<file path="config.mk">
export PLATFORM = sky130hd
export DESIGN_NAME = mant_div_seq
export DESIGN_NICKNAME = d
export VERILOG_FILES = /design/src/rtl/fpu_pkg.sv /design/src/rtl/div_step.sv /design/src/rtl/mant_div_seq.sv
export SDC_FILE = /design/constraint.sdc
export NUM_CORES = 1
export LEC_CHECK = 0
export BUFFER_PORTS_ARGS = -buffer_cell sky130_fd_sc_hd__buf_2
export CAP_MARGIN = 20
export CORE_MARGIN = 1.5
export CORE_UTILIZATION = 52
export DETAILED_ROUTE_END_ITERATION = 16
export GPL_ROUTABILITY_DRIVEN = 0
export HOLD_SLACK_MARGIN = 0.15
export PLACE_DENSITY_LB_ADDON = 0.05
export SKIP_CTS_REPAIR_TIMING = 1
export SLEW_MARGIN = 20
export SYNTH_ARGS = -nofsm -noshare
export SYNTH_HDL_FRONTEND = slang
export SYNTH_SLANG_ARGS = --single-unit
</file>
<file path="constraint.sdc">
create_clock -name i_clk -period 2.9 [get_ports i_clk]
set_input_delay 0.145 -clock i_clk [delete_from_list [all_inputs] [get_ports i_clk]]
set_output_delay 0.145 -clock i_clk [all_outputs]
set_load 0.02 [all_outputs]
</file>
<file path="src/rtl/fpu_pkg.sv">
// Shared FPU datapath definitions: mantissa/quotient widths, divider FSM
// state encoding and the fixed divider latency.
package fpu_pkg;

    localparam int MW          = 24;
    localparam int QW          = MW + 2;
    localparam int CW          = $clog2(QW);
    localparam int DIV_LATENCY = QW + 1;

    typedef enum logic [1:0] {
        S_IDLE = 2'd0,
        S_RUN  = 2'd1,
        S_DONE = 2'd2
    } div_state_e;

endpackage

</file>
<file path="src/rtl/div_step.sv">
// One radix-2 restoring division step (combinational).
// Ports: i_rem (partial remainder, MW+1 bits), i_divisor (MW bits),
//        o_rem_next (remainder after conditional subtract, shifted left),
//        o_q_bit (quotient bit of this step).
module div_step
    import fpu_pkg::*;
#(
    parameter int W = MW
) (
    input  logic [W:0]   i_rem,
    input  logic [W-1:0] i_divisor,
    output logic [W:0]   o_rem_next,
    output logic         o_q_bit
);

    logic [W:0] w_div_ext;
    logic [W:0] w_diff;

    assign w_div_ext = {1'b0, i_divisor};
    assign o_q_bit   = (i_rem >= w_div_ext);
    assign w_diff    = o_q_bit ? (i_rem - w_div_ext) : i_rem;
    // The post-subtract remainder is below the divisor, so its top bit is
    // always clear and the shift never loses information.
    assign o_rem_next = w_diff << 1;

endmodule

</file>
<file path="src/rtl/mant_div_seq.sv">
// Sequential radix-2 restoring mantissa divider, one quotient bit per clock.
// Ports: i_clk, i_reset (sync, active-high), i_start, i_dividend, i_divisor,
//        o_ready, o_done (1-cycle pulse), o_quotient (MW+2 bits incl. guard
//        and round), o_sticky (remainder nonzero), o_div_by_zero.
// Option: define DIV_EARLY_TERM_EN to finish as soon as the remainder is 0.
module mant_div_seq
    import fpu_pkg::*;
(
    input  logic          i_clk,
    input  logic          i_reset,
    input  logic          i_start,
    input  logic [MW-1:0] i_dividend,
    input  logic [MW-1:0] i_divisor,
    output logic          o_ready,
    output logic          o_done,
    output logic [QW-1:0] o_quotient,
    output logic          o_sticky,
    output logic          o_div_by_zero
);

    div_state_e    r_state;
    div_state_e    w_state_next;
    logic [MW:0]   r_rem;
    logic [MW-1:0] r_divisor;
    logic [QW-1:0] r_quot;
    logic [CW-1:0] r_cnt;
    logic          r_sticky;
    logic          r_dbz;

    logic [MW:0]   w_rem_next;
    logic          w_q_bit;
    logic          w_accept;
    logic          w_div_zero;
    logic          w_last;

    div_step #(.W(MW)) u_step (
        .i_rem      (r_rem),
        .i_divisor  (r_divisor),
        .o_rem_next (w_rem_next),
        .o_q_bit    (w_q_bit)
    );

    assign w_accept   = i_start && (r_state != S_RUN);
    assign w_div_zero = (i_divisor == '0);

`ifdef DIV_EARLY_TERM_EN
    // A zero remainder means every remaining quotient bit is zero.
    assign w_last = (r_cnt == '0) || (w_rem_next == '0);
`else
    assign w_last = (r_cnt == '0);
`endif

    always_ff @(posedge i_clk) begin
        if (i_reset) begin
            r_state <= S_IDLE;
        end else begin
            r_state <= w_state_next;
        end
    end

    always_comb begin
        w_state_next = r_state;
        unique case (r_state)
            S_IDLE: begin
                if (w_accept) begin
                    w_state_next = w_div_zero ? S_DONE : S_RUN;
                end
            end
            S_RUN: begin
                if (w_last) begin
                    w_state_next = S_DONE;
                end
            end
            S_DONE: begin
                if (w_accept) begin
                    w_state_next = w_div_zero ? S_DONE : S_RUN;
                end else begin
                    w_state_next = S_IDLE;
                end
            end
            default: w_state_next = S_IDLE;
        endcase
    end

    always_ff @(posedge i_clk) begin
        if (i_reset) begin
            r_rem     <= '0;
            r_divisor <= '0;
            r_quot    <= '0;
            r_cnt     <= '0;
            r_sticky  <= 1'b0;
            r_dbz     <= 1'b0;
        end else if (w_accept) begin
            r_rem     <= {1'b0, i_dividend};
            r_divisor <= i_divisor;
            r_cnt     <= CW'(QW - 1);
            r_sticky  <= 1'b0;
            r_dbz     <= w_div_zero;
            r_quot    <= w_div_zero ? '1 : '0;
        end else if (r_state == S_RUN) begin
            r_quot[r_cnt] <= w_q_bit;
            r_rem         <= w_rem_next;
            r_cnt         <= r_cnt - 1'b1;
            if (w_last) begin
                r_sticky <= (w_rem_next != '0);
            end
        end
    end

    assign o_ready       = (r_state != S_RUN);
    assign o_done        = (r_state == S_DONE);
    assign o_quotient    = r_quot;
    assign o_sticky      = r_sticky;
    assign o_div_by_zero = r_dbz;

endmodule

</file>
==> results.json <==
{
  "status": "finished clean",
  "reg2reg_to": "o_sticky$_SDFFE_PP0P_",
  "drive_gt1_frac": 0.2440,
  "antenna_found_initial": 0,
  "max_freq_ghz": 0.3480,
  "slew_viol_final": 0,
  "hold-worst-slack_ns": 0.1151,
  "ioPinCount": 81,
  "required_ns": 3.17,
  "synth-main-ff-cell": "dfxtp_1",
  "r2r_cells": 14,
  "placed_cells": 922,
  "drt-initial-drc-count": 317,
  "num_rows": 37,
  "initial_core_util": 0.5310,
  "startpoint_type": "register",
  "setup_viol": 0,
  "clock_path_buffers": 2,
  "grt_pass1_vias": 5375,
  "fin_skew_ns": 0.01282,
  "portBuffers": 80,
  "routedWlPerCell_um": 17.15,
  "hold_class": "in -> reg",
  "die_x_um": 105.0,
  "synth_cell_types": 68,
  "postSynth.asyncResetShare": 0,
  "synth_area_mm2": 0.005408,
  "drt-total-wl_mm": 16.67,
  "syn_nets": 778,
  "fin_crit_sh": 0.9910,
  "yosys_warnings": 0,
  "fill_cells": 913,
  "clockRootBuffer": "clkbuf_8",
  "die-area_mm2": 0.01102,
  "ir_worst_vdd_uv": 304.5,
  "ff2ff_setup_slack_ns": 0.03,
  "antenna_cells": 0,
  "avgSynthCellArea_um2": 7.747,
  "r2r_start": "r_rem[0]$_SDFFE_PP0P_",
  "hold_viol_final": 0,
  "num_vias": 5720,
  "p_leak_nw": 2.889,
  "pre_cts_slack_ns": -0.07485,
  "grt.overflow.total": 0,
  "drc": 0,
  "arrival_ns": 3.14,
  "worstSetupEndpointType": "register",
  "final_cell_mix": "103 x nand2_1, 83 x dfxtp_1, 80 x buf_2",
  "track_usage": 0.2909,
  "whs_path_depth": 3,
  "die-height_um": 105.0,
  "cts-buffers-inserted": 9,
  "final_cells": 972,
  "final_common_cell": "nand2_1",
  "ys_ff_latch": 84,
  "grt_pass1_wl_mm": 25.84,
  "hp-start": "i_dividend[8]",
  "fin_ws_ns": 0.02605,
  "drt_first_pass_iters": 5,
  "cp_max_fo": 2,
  "grt_start_max_net_pins": 47,
  "dp.final_hpwl_mm": 12.02,
  "powerDensity_mw_per_mm2": 676.6,
  "cap_viol_max_count": 0,
  "syn_to_final_growth_pct": 26.15,
  "synth_cells": 698,
  "slew_headroom": 0.3126,
  "insertion_delay_ns": 0.37,
  "cts.clk_slew.worst_paths_ns": 0.10,
  "cts_tree": "done",
  "coreArea_mm2": 0.01018,
  "worst_pin_slew_ns": 1.029,
  "rsz0062_at_grt": "yes",
  "avgViaCountPerCell": 5.885,
  "fin_nets": 911,
  "min_period_ns": 2.874,
  "clock-sinks": 84,
  "hold_path_end": "r_rem[8]$_SDFFE_PP0P_",
  "synth_edf_count": 0,
  "critPathKind": "reg -> reg",
  "total_power_mw": 4.616,
  "htreeDepth": 3,
  "antenna_left": 0,
  "yosysSeqAreaShare": 0.3110
}
## final cells by class
class,instances,area [µm²],area share
flip-flops and latches,84,1683,0.2467
repair buffers,166,1119,0.1640
multi-input cells,535,3536,0.5183
clock buffers,9,123.9,0.01816
well taps,136,170.2,0.02494
inverters,35,131.4,0.01926
clock inverters,7,58.81,0.008621
## synthesized netlist by cell type (all sizes together) (3+ instances only)
library cell / instances / area (µm²)
a211oi: 52 / 395.4
a21o: 13 / 98.85
a21oi: 63 / 345.3
a311oi: 6 / 52.55
a31oi: 12 / 81.33
and3: 3 / 23.77
buf: 19 / 136.4
clkbuf: 25 / 93.84
dfxtp: 84 / 1682
ha: 28 / 350.3
inv: 34 / 127.6
mux2i: 20 / 200.2
nand2: 105 / 394.1
nand2b: 5 / 31.28
nand3: 11 / 55.05
nand4: 8 / 50.05
nor2: 67 / 251.5
nor2b: 14 / 90.09
nor3: 27 / 151.4
nor4: 10 / 62.56
o211a: 4 / 40.04
o211ai: 6 / 50.05
o21a: 7 / 52.55
o21ai: 19 / 106.4
or2: 3 / 18.77
or3: 6 / 37.54
xnor2: 7 / 61.31
xor2: 10 / 87.58
## routing by layer
| layer | routed length (µm) | up-vias | global-route usage |
|---|---|---|---|
| li1 | - | 2773 | - |
| met1 | 7158 | 2709 | 0.3686 |
| met2 | 7973 | 187 | 0.4865 |
| met3 | 924 | 51 | 0.04679 |
| met4 | 608 | 0 | 0.1272 |
| met5 | 0 | - | 0 |
## state kept, by name, indices dropped and copies added (netlist names)
register,flops
o_sticky,1
o_div_by_zero,1
r_rem,25
r_state,2
r_divisor,24
r_cnt,5
o_quotient,26
## how the worst max path moves through the flow
| stage | startpoint | endpoint | slack (ns) | depth (start not counted) |
|---|---|---|---|---|
| detailed placement | r_rem[0]$_SDFFE_PP0P_ | o_sticky$_SDFFE_PP0P_ | -0.07 | 13 |
| finish | r_rem[0]$_SDFFE_PP0P_ | o_sticky$_SDFFE_PP0P_ | 0.03 | 14 |
| global route | r_divisor[2]$_SDFFE_PP0P_ | o_sticky$_SDFFE_PP0P_ | -0.18 | 12 |
| global placement | r_rem[0]$_SDFFE_PP0P_ | o_sticky$_SDFFE_PP0P_ | -0.006 | 13 |
| CTS | r_rem[0]$_SDFFE_PP0P_ | o_sticky$_SDFFE_PP0P_ | -0.09 | 13 |
| floorplan | r_rem[0]$_SDFFE_PP0P_ | o_sticky$_SDFFE_PP0P_ | 0.13 | 12 |
## cell families (layout without fill, tap and decap cells)
logic type      count (synthesis)  count (layout)  synth area share
compound gates                202             202            0.2617
xor+xnor                       17              17           0.02753
fa+ha+maj                      29              29           0.06849
buf+inv                        79             217           0.06686
flops                          84              84            0.3110
mux                            20              20           0.03702
simple gates                  267             267            0.2274
## power by group
group | switching [mW] | internal [mW] | total (mW)
Sequential | 0.0948 | 1.26 | 1.36
Combinational | 1.39 | 1.05 | 2.44
Clock | 0.495 | 0.321 | 0.816
## per-stage QoR
step	util	cell area (µm²)	TNS [ns]
floorplan	-	5408	0
global placement	0.6037	6148	-0.006229
detailed placement	0.6037	6148	-0.08481
CTS	0.6216	6331	-0.1340
global route	0.6698	6822	-0.2803
finish	0.6698	6822	0
## worst max-delay path, cell delays in order (launching register included)
cell	delay, ns
dfxtp_2	0.34
inv_2	0.04
ha_4	0.16
fa_2	0.42
nor2b_4	0.14
o21a_1	0.12
nor2_1	0.04
xnor2_1	0.15
nor4_2	0.30
nand4_1	0.16
o41ai_2	0.34
buf_4	0.15
nand2_2	0.04
nor4_2	0.27
a21oi_1	0.09
Power figures use the tool's default switching activity.
